`src/rtl/pila_defs.sv`:
```
// Shared definitions for the return-address stack: default sizes, the
// program-counter jump encodings and the per-cycle stack operation type.
package pila_defs;

    // Default width of an instruction address and number of stack entries
    localparam int ADDR_W_DEF = 8;
    localparam int DEPTH_DEF  = 8;

    // Program-counter jump control encodings (control_saltos)
    typedef enum logic [1:0] {
        SALTO_SEC  = 2'b00,
        SALTO_JMP  = 2'b01,
        SALTO_CALL = 2'b10
    } salto_t;

    // Stack operation requested in a cycle, encoded as {push, pop}
    typedef enum logic [1:0] {
        OP_NADA = 2'b00,
        OP_POP  = 2'b01,
        OP_PUSH = 2'b10,
        OP_SWAP = 2'b11
    } pila_op_t;

    // Return address saved for a call at address pc (wraps modulo 2^width)
    function automatic logic [ADDR_W_DEF-1:0] ret_addr_def(input logic [ADDR_W_DEF-1:0] pc);
        return pc + ADDR_W_DEF'(1);
    endfunction

endpackage

```
`src/rtl/pila_retorno.sv`:
```
// Return-address stack (LIFO) placed after the program counter.
// A call pushes (call address + 1); a return pops, and the top of stack is
// presented combinationally so the PC can jump in the same cycle.
// Optional macro STACK_ERR_FLAGS_EN enables sticky overflow/underflow flags;
// without it both flag ports are tied to 0 and the events are dropped.
module pila_retorno
    import pila_defs::*;
#(
    parameter int ADDR_W = ADDR_W_DEF,
    parameter int DEPTH  = DEPTH_DEF
) (
    input  logic                       i_Clk,
    input  logic                       i_Rst,
    input  logic                       i_Push,
    input  logic                       i_Pop,
    input  logic [ADDR_W-1:0]          i_Direccion_PC,
    output logic [ADDR_W-1:0]          o_Direccion_Retorno,
    output logic                       o_Vacio,
    output logic                       o_Lleno,
    output logic [$clog2(DEPTH+1)-1:0] o_Nivel,
    output logic                       o_Error_Overflow,
    output logic                       o_Error_Underflow
);

    localparam int LVL_W = $clog2(DEPTH + 1);
    localparam int IDX_W = (DEPTH > 1) ? $clog2(DEPTH) : 1;
    localparam logic [LVL_W-1:0] NIVEL_MAX = LVL_W'(DEPTH);

    // Entry storage; not cleared by reset, only entries below nivel are meaningful
    logic [ADDR_W-1:0] mem_reg [0:DEPTH-1];

    logic [LVL_W-1:0]  nivel_reg;
    logic [LVL_W-1:0]  nivel_next;
    logic              vacio;
    logic              lleno;
    pila_op_t          op;
    logic              wr_en;
    logic [IDX_W-1:0]  wr_idx;
    logic [IDX_W-1:0]  top_idx;
    logic [ADDR_W-1:0] push_val;

    assign vacio    = (nivel_reg == '0);
    assign lleno    = (nivel_reg == NIVEL_MAX);
    assign op       = pila_op_t'({i_Push, i_Pop});
    assign push_val = i_Direccion_PC + ADDR_W'(1);
    assign top_idx  = IDX_W'(nivel_reg - LVL_W'(1));

    // Decide the next level and where (if anywhere) the new return address goes
    always_comb begin
        nivel_next = nivel_reg;
        wr_en      = 1'b0;
        wr_idx     = IDX_W'(nivel_reg);
        unique case (op)
            OP_PUSH: begin
                // A full stack ignores the call entirely
                if (!lleno) begin
                    wr_en      = 1'b1;
                    wr_idx     = IDX_W'(nivel_reg);
                    nivel_next = nivel_reg + LVL_W'(1);
                end
            end
            OP_POP: begin
                // An empty stack ignores the return; output stays at 0
                if (!vacio) begin
                    nivel_next = nivel_reg - LVL_W'(1);
                end
            end
            OP_SWAP: begin
                if (vacio) begin
                    // Nothing to return from: the pop is dropped, the call proceeds
                    wr_en      = 1'b1;
                    wr_idx     = '0;
                    nivel_next = LVL_W'(1);
                end else begin
                    // Return and call together replace the top entry in place
                    wr_en  = 1'b1;
                    wr_idx = top_idx;
                end
            end
            default: begin
                nivel_next = nivel_reg;
            end
        endcase
    end

    // Level counter, saturating in [0, DEPTH]; reset wins over any operation
    always_ff @(posedge i_Clk) begin
        if (i_Rst) begin
            nivel_reg <= '0;
        end else begin
            nivel_reg <= nivel_next;
        end
    end

    // Entry write; gated by reset so a call in the reset cycle leaves storage untouched
    always_ff @(posedge i_Clk) begin
        if (!i_Rst && wr_en) begin
            mem_reg[wr_idx] <= push_val;
        end
    end

    // Top of stack is read combinationally so a return can jump without waiting
    assign o_Direccion_Retorno = vacio ? '0 : mem_reg[top_idx];
    assign o_Vacio             = vacio;
    assign o_Lleno             = lleno;
    assign o_Nivel             = nivel_reg;

`ifdef STACK_ERR_FLAGS_EN
    logic ev_overflow;
    logic ev_underflow;
    logic overflow_reg;
    logic underflow_reg;

    // A call on a full stack without a matching return is lost
    assign ev_overflow  = (op == OP_PUSH) && lleno;
    // Any return on an empty stack is lost, even when paired with a call
    assign ev_underflow = i_Pop && vacio;

    // Sticky error flags, visible the cycle after the event, cleared only by reset
    always_ff @(posedge i_Clk) begin
        if (i_Rst) begin
            overflow_reg  <= 1'b0;
            underflow_reg <= 1'b0;
        end else begin
            if (ev_overflow) begin
                overflow_reg <= 1'b1;
            end
            if (ev_underflow) begin
                underflow_reg <= 1'b1;
            end
        end
    end

    assign o_Error_Overflow  = overflow_reg;
    assign o_Error_Underflow = underflow_reg;
`else
    assign o_Error_Overflow  = 1'b0;
    assign o_Error_Underflow = 1'b0;
`endif

endmodule

```
`config.mk`:
```
export PLATFORM = sky130hd
export DESIGN_NAME = pila_retorno
export DESIGN_NICKNAME = d
export VERILOG_FILES = /design/src/rtl/pila_defs.sv /design/src/rtl/pila_retorno.sv
export SDC_FILE = /design/constraint.sdc
export NUM_CORES = 1
export LEC_CHECK = 0
export BUFFER_PORTS_ARGS = -buffer_cell sky130_fd_sc_hd__buf_2
export CORE_ASPECT_RATIO = 0.5
export CORE_UTILIZATION = 50
export DETAILED_ROUTE_END_ITERATION = 16
export PLACE_DENSITY = 0.69
export SLEW_MARGIN = 15
export SYNTH_ARGS = -nofsm -noshare
export SYNTH_HDL_FRONTEND = slang
export SYNTH_SLANG_ARGS = --single-unit
```
`constraint.sdc`:
```
create_clock -name i_Clk -period 6.8 [get_ports i_Clk]
set_clock_uncertainty 0.1 [all_clocks]
set_input_delay 1.02 -clock i_Clk [delete_from_list [all_inputs] [get_ports i_Clk]]
set_output_delay 1.02 -clock i_Clk [all_outputs]
set_load 0.02 [all_outputs]
```
==> flow_metrics.py, run 1 <==
metrics = {
    "run_status": {
        "status": "complete, no violations",
    },
    "synth": {
        "synth-xor-area-share_pct": 2.51,
        "ys_warn_count": 0,
        "synth_mux_area_share_pct": 13.7,
        "seq_area_frac_synth_pct": 63.7,
        "synth-compound-area-share_pct": 5.46,
        "synth_edf_count": 64,
        "synth-simple-area-share_pct": 8.20,
        "synth_top_family_by_area": "multiplexers",
        "syn_inst": 196,
        "avgSynthCellArea_um2": 16.0,
        "post_synth_instance_area_mm2": 0.00314,
        "ys_ff_latch": 68,
        "async_reset_ff_share_pct": 0,
        "synth_fa_ha_area_share_pct": 1.59,
        "synth_cell_types": 43,
        "synth_ff_type": "edfxtp_1",
    },
    "floorplanning": {
        "chipHeight_um": 58.1,
        "die_area_mm2": 0.00662,
        "die_x_um": 114,
        "fp.coreArea_mm2": 0.00575,
        "initial_core_util_pct": 54.6,
        "pin_count": 28,
        "rows": 19,
    },
    "timing": {
        "grt_setup_unrepaired": "no",
        "fin_tns_setup_ns": 0,
        "setup_slack_ns": 3.09,
        "worstMarginPinSlew_ns": 0.852,
        "hold_violations": 0,
        "post-route-period-util_pct": 54.6,
        "finalMaxSlewViolations": 0,
        "finalSetupViolCount": 0,
        "fmax_mhz": 269,
        "relSlewSlack_pct": 42.9,
        "period_minus_slack_ns": 3.71,
    },
    "clock_tree": {
        "postCtsSetupBuffers": 0,
        "clkTransAtPathRegs_ns": 0.05,
        "root_buffer": "clkbuf_16",
        "clock-sinks": 68,
        "clockBufferDepth": 2,
        "numCtsBuffers": 9,
        "htree_levels": 3,
        "clk_latency_ns": 0.33,
        "ctsResizeCount": 0,
        "cts_tree": "built",
        "cts_hold_buf": 0,
    },
    "placed_design": {
        "dp_hpwl_mm": 4.19,
        "placed_cells": 299,
        "routabilityCongestion": 0.856,
        "port_buffers": 25,
        "dpl_cell_area_mm2": 0.00331,
        "preCtsSetupSlack_ns": 3.43,
    },
    "worst_hold_path": {
        "hp-class": "flop to flop",
    },
    "critical_path": {
        "cp.required_ns": 5.68,
        "end_kind": "output port",
        "path_class": "flop to output port",
        "path_buf_inv": 2,
        "crit_path_cell_trace": "inv_1, ha_1, mux4_2, nand2_1, a21oi_1, buf_2",
        "start_kind": "flop",
        "crit_path_max_fanout": 18,
        "slowest_delay_ns": 0.79,
        "slowest_stage": "ha_1",
        "critPathTopFamily": "adder cells",
        "worstPathArrival_ns": 2.59,
    },
    "cells_and_area": {
        "drive_gt1_share_pct": 28.1,
        "final_cell_mix": "64 x edfxtp_1, 25 x buf_2, 21 x nand2_1",
        "nets": 242,
        "fillCellCount": 449,
        "area_growth_pct": 14.1,
        "largest_reg_flops": 64,
        "seq_area_mm2": 0.00200,
        "stdcell_count": 315,
        "diodes": 0,
        "fin_area_mm2": 0.00358,
        "multiInputGateArea_mm2": 0.00103,
        "final_common_cell": "edfxtp_1",
    },
    "detailed_routing": {
        "routed_wl_mm": 6.27,
        "drtIter0Drc": 195,
        "vias_per_cell": 5.78,
        "drc_errors": 0,
        "drtAntennaViolNets": 0,
        "dr.pass1.iters": 4,
        "vias": 1822,
        "post_drt_wl_per_cell_um": 19.9,
    },
    "flow_run": {
        "max-cap-violations": 0,
    },
    "grt": {
        "grt_antenna_before_repair": 0,
        "grt_max_degree": 26,
        "grt_pass1_wl_mm": 10.2,
        "grt_pass1_vias": 1860,
        "overflow": 0,
        "grt_use_total_pct": 22.3,
    },
    "power_and_ir_drop": {
        "powerDensity_mw_per_mm2": 342,
        "p_leak_nw": 1.27,
        "ir_drop_mv": 0.237,
    },
}
==> cell families after synthesis <==
family,count (synthesis)
flops,68
buf+inv,18
xor+xnor,9
other cells,1
mux,19
compound gates,26
fa+ha+maj,4
simple gates,51
==> synthesized netlist by cell type (2+ instances only) <==
| master | count | area share, % |
|---|---|---|
| edfxtp_1 | 64 | 61 |
| nand2_1 | 21 | 2.5 |
| a21oi_1 | 12 | 1.9 |
| nor3_1 | 10 | 1.6 |
| mux4_1 | 9 | 7.5 |
| inv_1 | 8 | 0.96 |
| mux4_2 | 7 | 5.0 |
| nor2_1 | 5 | 0.60 |
| xnor2_1 | 5 | 1.4 |
| dfxtp_1 | 4 | 2.5 |
| ha_1 | 4 | 1.6 |
| xor2_1 | 4 | 1.1 |
| buf_4 | 3 | 0.72 |
| buf_6 | 3 | 1.1 |
| clkbuf_8 | 3 | 1.3 |
| nand3_1 | 3 | 0.48 |
| a311oi_1 | 2 | 0.56 |
| nand2b_1 | 2 | 0.40 |
| o221ai_1 | 2 | 0.56 |
| o22ai_1 | 2 | 0.40 |
==> through the flow <==
| step | hold WS [ns] | util (%) | power (W) |
|---|---|---|---|
| floorplan | 0.535 | - | 0.000741 |
| CTS | 0.518 | 62.2 | 0.00124 |
| global placement | 0.482 | 57.0 | 0.000807 |
| global route | 0.561 | 62.3 | 0.00128 |
| detailed placement | 0.506 | 57.5 | 0.000814 |
| finish | 0.536 | 62.3 | 0.00123 |
==> per-layer routing <==
layer	wire (um)	up-vias	global-route usage [%]	part of all wire [%]
li1	-	828	-	-
met5	0	-	0	0
met1	3010	934	31.6	48
met3	441	10	8.89	7.0
met4	95	0	8.72	1.5
met2	2720	50	31.1	43
==> final timing paths <==
check | startpoint | to | slack (ns) | cells after the start
worst min-delay path | o_Nivel[1] | o_Nivel[1] | 0.54 | 2
worst max-delay path | o_Nivel[1] | o_Direccion_Retorno[1] | 3.09 | 6
worst max register to register | o_Nivel[1] | mem_reg[0][0] | 3.85 | 6
worst min register to register | o_Nivel[1] | o_Nivel[1] | 0.54 | 2
==> power breakdown <==
| group | switching, W | total (W) | internal [W] |
|---|---|---|---|
| sequential | 0.00000981 | 0.000490 | 0.000481 |
| clock | 0.000175 | 0.000421 | 0.000247 |
| combinational | 0.000200 | 0.000316 | 0.000116 |
| total | 0.000384 | 0.00123 | 0.000843 |
==> area by class of cell <==
type | count | area share (%)
timing repair buffer | 28 | 4.12
inverter | 8 | 0.838
tap | 84 | 2.93
sequential | 68 | 55.8
clock inverter | 7 | 1.36
clock buffer | 9 | 6.28
multi-input combinational | 111 | 28.6
==> worst reg2reg max path: stages, from the launching register on <==
cell and delay (ns):
dfxtp_1 0.37, inv_1 0.12, ha_1 0.22, nor3b_2 0.68
nor3_2 0.12, a21o_1 0.24, nor3_2 0.73
Power figures use the tool's default switching activity.
==> inputs of run 2 (changes only) <==
- ABC_AREA: unset -> 1
- clock period: 6.8 -> 3.73 ns (I/O delays scaled with it)
==> flow_metrics.py, run 2 <==
metrics = {
    "run_status": {
        "status": "complete, no violations",
    },
    "synth": {
        "yosysMostFrequentCell": "nor2_1",
        "synth-simple-area-share_pct": 21.2,
        "synth_cell_types": 28,
        "ys_warn_count": 0,
        "async_reset_ff_share_pct": 0,
        "synthTopCellsByCount": "67 x nor2_1, 65 x nand2_1, 64 x edfxtp_1",
        "synth_fa_ha_area_share_pct": 1.56,
        "synth_ff_type": "edfxtp_1",
        "post_synth_instance_area_mm2": 0.00320,
        "synth-xor-area-share_pct": 1.92,
        "synth_edf_count": 64,
        "avgSynthCellArea_um2": 10.1,
        "synth_top_family_by_area": "simple AND/OR/NAND/NOR gates",
        "synth_mux_area_share_pct": 0,
        "synth_top_area_share_pct": 60.1,
        "synth-compound-area-share_pct": 7.39,
        "ys_ff_latch": 68,
        "seq_area_frac_synth_pct": 62.6,
        "synth_top_area_cell": "edfxtp_1",
        "syn_inst": 316,
        "ys_top_cells_by_area": "edfxtp_1 60%, nor2_1 7.9%, nand2_1 7.6%, o21ai_0 3.9%, dfxtp_1 2.5%",
    },
    "power_and_ir_drop": {
        "clkPwrFrac_pct": 32.5,
        "power_w": 0.00252,
        "p_int_w": 0.00164,
        "combPwrFrac_pct": 31.3,
        "seqPwrFrac_pct": 36.2,
        "powerDensity_mw_per_mm2": 692,
        "p_leak_nw": 1.46,
        "switchingPower_w": 0.000882,
        "switching_share_pct": 34.9,
        "ir_drop_mv": 0.294,
    },
    "placed_design": {
        "routabilityCongestion": 0.836,
        "preCtsSetupSlack_ns": 0.810,
        "port_buffers": 25,
        "dp_hpwl_mm": 4.18,
    },
    "detailed_routing": {
        "drtIter0Drc": 211,
        "post_drt_wl_per_cell_um": 15.1,
        "dr.pass1.iters": 4,
        "drtAntennaViolNets": 0,
        "routed_wl_mm": 6.56,
        "vias": 2238,
        "drc_errors": 0,
        "vias_per_cell": 5.16,
    },
    "critical_path": {
        "regToRegStartpoint": "o_Nivel[1]",
        "startpoint": "o_Nivel[1]",
        "endpoint": "o_Direccion_Retorno[7]",
        "r2r_cells": 11,
        "cp.required_ns": 3.07,
        "r2r_slack_ns": 0.89,
        "worstPathArrival_ns": 2.62,
        "crit_path_max_fanout": 19,
        "timing.rr.end": "mem_reg[4][4]",
        "end_kind": "output port",
        "start_kind": "flop",
        "path_class": "flop to output port",
    },
    "grt": {
        "grt_antenna_before_repair": 0,
        "grt_pass1_vias": 2113,
        "grt_use_total_pct": 22.0,
        "overflow": 0,
        "grt_pass1_wl_mm": 10.5,
        "grt_max_degree": 39,
    },
    "floorplanning": {
        "die_area_mm2": 0.00674,
        "pin_count": 28,
        "rows": 20,
        "initial_core_util_pct": 52.2,
        "chipHeight_um": 58.6,
        "die_x_um": 115,
        "fp.coreArea_mm2": 0.00613,
    },
    "clock_tree": {
        "ctsResizeCount": 0,
        "cts_tree": "built",
        "clock-sinks": 68,
        "clkTransAtPathRegs_ns": 0.06,
        "postCtsSetupBuffers": 0,
        "numCtsBuffers": 9,
        "clk_latency_ns": 0.32,
        "clockBufferDepth": 2,
        "htree_levels": 3,
        "root_buffer": "clkbuf_16",
        "cts_hold_buf": 0,
    },
    "timing": {
        "grt_setup_unrepaired": "no",
        "finalSetupViolCount": 0,
        "hold_violations": 0,
        "fmax_mhz": 305,
        "worstMarginPinSlew_ns": 0.920,
        "setup_slack_ns": 0.446,
        "fin_tns_setup_ns": 0,
        "finalMaxSlewViolations": 0,
        "relSlewSlack_pct": 38.4,
        "period_minus_slack_ns": 3.28,
        "post-route-period-util_pct": 88.0,
    },
    "cells_and_area": {
        "area_growth_pct": 14.1,
        "final_common_cell": "nor2_1",
        "utilization_pct": 59.5,
        "diodes": 0,
        "drive_gt1_share_pct": 17.9,
        "final_cell_mix": "67 x nor2_1, 65 x nand2_1, 64 x edfxtp_1",
        "largest_reg_flops": 64,
        "nets": 357,
    },
    "worst_hold_path": {
        "min_from": "i_Rst",
        "hp-class": "primary input to flop",
    },
    "flow_run": {
        "max-cap-violations": 0,
    },
}
-- run 2: cell type report --
type	count	area, um^2
clock buffer	10	229
clock inverter	6	63.8
fill	524	2480
inverter	18	72.6
multi-input combinational	217	1030
sequential	68	2000
tap	88	110
timing repair buffer	27	140
-- run 2: critical path, cell delays in order, from the launching register on --
cell,delay (ns)
dfxtp_1,0.50
inv_1,0.11
ha_1,0.69
inv_2,0.30
nor2_1,0.15
o21ai_0,0.09
nand3_1,0.09
nand2_1,0.05
nor2_1,0.13
buf_2,0.19
-- run 2: cells by family (layout without fill, tap and decap cells) --
family,count (synthesis),count (layout)
fa+ha+maj,4,4
other cells,1,2
simple gates,159,159
xor+xnor,7,7
compound gates,45,45
flops,68,68
buf+inv,32,61
-- run 2: per-stage QoR --
stage	cell area, um^2	hold slack [ns]	instances
after global routing	3650	0.484	434
after detailed placement	3360	0.550	418
final	3650	0.463	434
after CTS	3650	0.445	434
after floorplan	3200	0.545	317
after global placement	3360	0.523	418
-- run 2: layer usage --
| metal | wire length (um) | vias up | global-route usage [%] |
|---|---|---|---|
| met4 | 59 | 0 | 10.2 |
| li1 | - | 1110 | - |
| met2 | 3050 | 72 | 33.1 |
| met1 | 2920 | 1051 | 30.4 |
| met5 | 0 | - | 0 |
| met3 | 523 | 5 | 5.56 |
-- run 2: power by group through the flow --
stage                     Clock [W]  Combinational [W]  Sequential, W
final                      0.000821           0.000789       0.000915
after global routing       0.000863           0.000884       0.000919
after CTS                  0.000830           0.000790       0.000915
after detailed placement          0           0.000784       0.000931
after global placement            0           0.000768       0.000929
after floorplan                   0           0.000596       0.000935
-- run 2: worst min path at each step --
stage / to / slack, ns / depth (start not counted)
2_1_floorplan: o_Nivel[1] / 0.54 / 2
3_3_place_gp: o_Nivel[1] / 0.52 / 2
3_5_place_dp: o_Nivel[1] / 0.55 / 2
4_1_cts: o_Nivel[1] / 0.44 / 4
5_1_grt: o_Nivel[1] / 0.48 / 4
6_report: o_Nivel[2] / 0.46 / 4
==> inputs of run 3 (changes only) <==
- ABC_AREA: 1 -> unset
- BUFFER_PORTS_ARGS: -buffer_cell sky130_fd_sc_hd__buf_2 -> unset
- DONT_BUFFER_PORTS: unset -> 1
- PLACE_DENSITY: 0.69 -> unset
==> flow_metrics.py, run 3 (synthesis gave the netlist of run 1 again) <==
metrics = {
    "run_status": {
        "status": "complete, no violations",
    },
    "clock_tree": {
        "clockBufferDepth": 2,
        "cts_hold_buf": 0,
        "clock-sinks": 68,
        "clk_latency_ns": 0.32,
        "root_buffer": "clkbuf_16",
        "postCtsSetupBuffers": 0,
        "numCtsBuffers": 9,
        "cts_tree": "built",
        "ctsResizeCount": 0,
        "clkTransAtPathRegs_ns": 0.06,
        "htree_levels": 3,
    },
    "critical_path": {
        "crit_path_max_fanout": 8,
        "start_kind": "flop",
        "path_class": "flop to output port",
        "end_kind": "output port",
        "worstPathArrival_ns": 2.37,
        "cp.required_ns": 3.07,
    },
    "timing": {
        "fin_tns_setup_ns": 0,
        "hold_violations": 0,
        "post-route-period-util_pct": 81.2,
        "finalMaxSlewViolations": 0,
        "finalSetupViolCount": 0,
        "grt_setup_unrepaired": "no",
        "relSlewSlack_pct": 45.6,
        "worstMarginPinSlew_ns": 0.810,
        "period_minus_slack_ns": 3.03,
        "fmax_mhz": 330,
    },
    "placed_design": {
        "dp_hpwl_mm": 4.78,
        "port_buffers": 0,
        "routabilityCongestion": 0.824,
    },
    "cells_and_area": {
        "nets": 232,
        "largest_reg_flops": 64,
        "area_growth_pct": 13.4,
        "fillCellCount": 449,
        "drive_gt1_share_pct": 24.0,
        "seq_area_mm2": 0.00200,
        "multiInputGateArea_mm2": 0.00102,
        "final_common_cell": "edfxtp_1",
        "final_cell_mix": "64 x edfxtp_1, 21 x nand2_1, 18 x buf_4",
        "diodes": 0,
    },
    "detailed_routing": {
        "routed_wl_mm": 6.86,
        "drtIter0Drc": 138,
        "vias_per_cell": 5.84,
        "drc_errors": 0,
        "drtAntennaViolNets": 0,
        "vias": 1780,
        "dr.pass1.iters": 4,
        "post_drt_wl_per_cell_um": 22.5,
    },
    "grt": {
        "grt_pass1_vias": 1869,
        "grt_use_met2_pct": 34.5,
        "use_met1_pct": 34.1,
        "grt_max_degree": 26,
        "top_usage_layer": "met2",
        "overflow": 0,
        "grt_use_met3_pct": 5.86,
        "grt_pass1_wl_mm": 10.7,
        "grt_antenna_before_repair": 0,
        "grt_use_total_pct": 23.1,
    },
    "power_and_ir_drop": {
        "clkPwrFrac_pct": 33.9,
        "ir_drop_mv": 0.347,
        "combPwrFrac_pct": 27.2,
        "switching_share_pct": 31.2,
        "switchingPower_w": 0.000710,
        "power_w": 0.00228,
        "p_int_w": 0.00157,
        "p_leak_nw": 1.23,
        "powerDensity_mw_per_mm2": 639,
        "seqPwrFrac_pct": 38.9,
    },
    "floorplanning": {
        "die_area_mm2": 0.00662,
        "chipHeight_um": 58.1,
        "initial_core_util_pct": 54.6,
        "rows": 19,
        "die_x_um": 114,
        "fp.coreArea_mm2": 0.00575,
        "pin_count": 28,
    },
    "worst_hold_path": {
        "hp-class": "primary input to flop",
    },
    "flow_run": {
        "max-cap-violations": 0,
    },
}
[run 3: cell count changes in the layout (fill, tap and decap cells not counted), moves of 7 or more]
cell and change:
buf_2 -25, buf_4 +16, mux4_1 +9, mux4_2 +7, nand2_1 -44, nand3_1 -11, nor2_1 -62, o21ai_0 -25
o21ai_1 -8
[run 3: layer usage]
metal	wire, um	vias up
met1	3180	908
met5	0	-
met4	29	0
met3	580	4
li1	-	810
met2	3070	58
[run 3: worst paths after layout]
| kind | start | end | slack, ns | cells after the start |
|---|---|---|---|---|
| worst min register to register | o_Nivel[1] | o_Nivel[1] | 0.64 | 3 |
| worst max register to register | o_Nivel[1] | mem_reg[2][2] | 1.03 | 7 |
| worst min-delay path | i_Rst | o_Nivel[2] | 0.21 | 1 |
| worst max-delay path | o_Nivel[1] | o_Direccion_Retorno[3] | 0.70 | 6 |
[run 3: layout make-up]
cell class	instances	area share, %
clock buffer	9	6.32
inverter	8	0.843
timing repair buffer	18	3.79
clock inverter	7	1.40
tap	84	2.95
multi-input combinational	111	28.5
sequential	68	56.2
[run 3: through the flow]
step / cells / setup slack [ns] / hold slack (ns) / area, um^2 / util, %
floorplan: 197 / 0.943 / 0.532 / 3150 / -
global placement: 289 / 0.947 / 0.545 / 3270 / 56.8
detailed placement: 289 / 0.731 / 0.546 / 3270 / 56.8
CTS: 305 / 0.698 / 0.207 / 3540 / 61.6
global route: 305 / 0.632 / 0.213 / 3560 / 61.9
finish: 305 / 0.702 / 0.214 / 3560 / 61.9
[run 3: power by group through the flow]
stage	logic (W)	registers, W	clock network [W]
2_1_floorplan	0.000440	0.000911	0
3_3_place_gp	0.000607	0.000901	0
3_5_place_dp	0.000612	0.000901	0
4_1_cts	0.000616	0.000886	0.000782
5_1_grt	0.000662	0.000887	0.000816
6_report	0.000620	0.000886	0.000770
[run 3: critical path, stage by stage (launching register included)]
cell	delay (ns)
dfxtp_1	0.33
inv_1	0.08
ha_1	0.28
xnor2_1	0.66
nand2_1	0.25
a21oi_1	0.27
buf_4	0.18
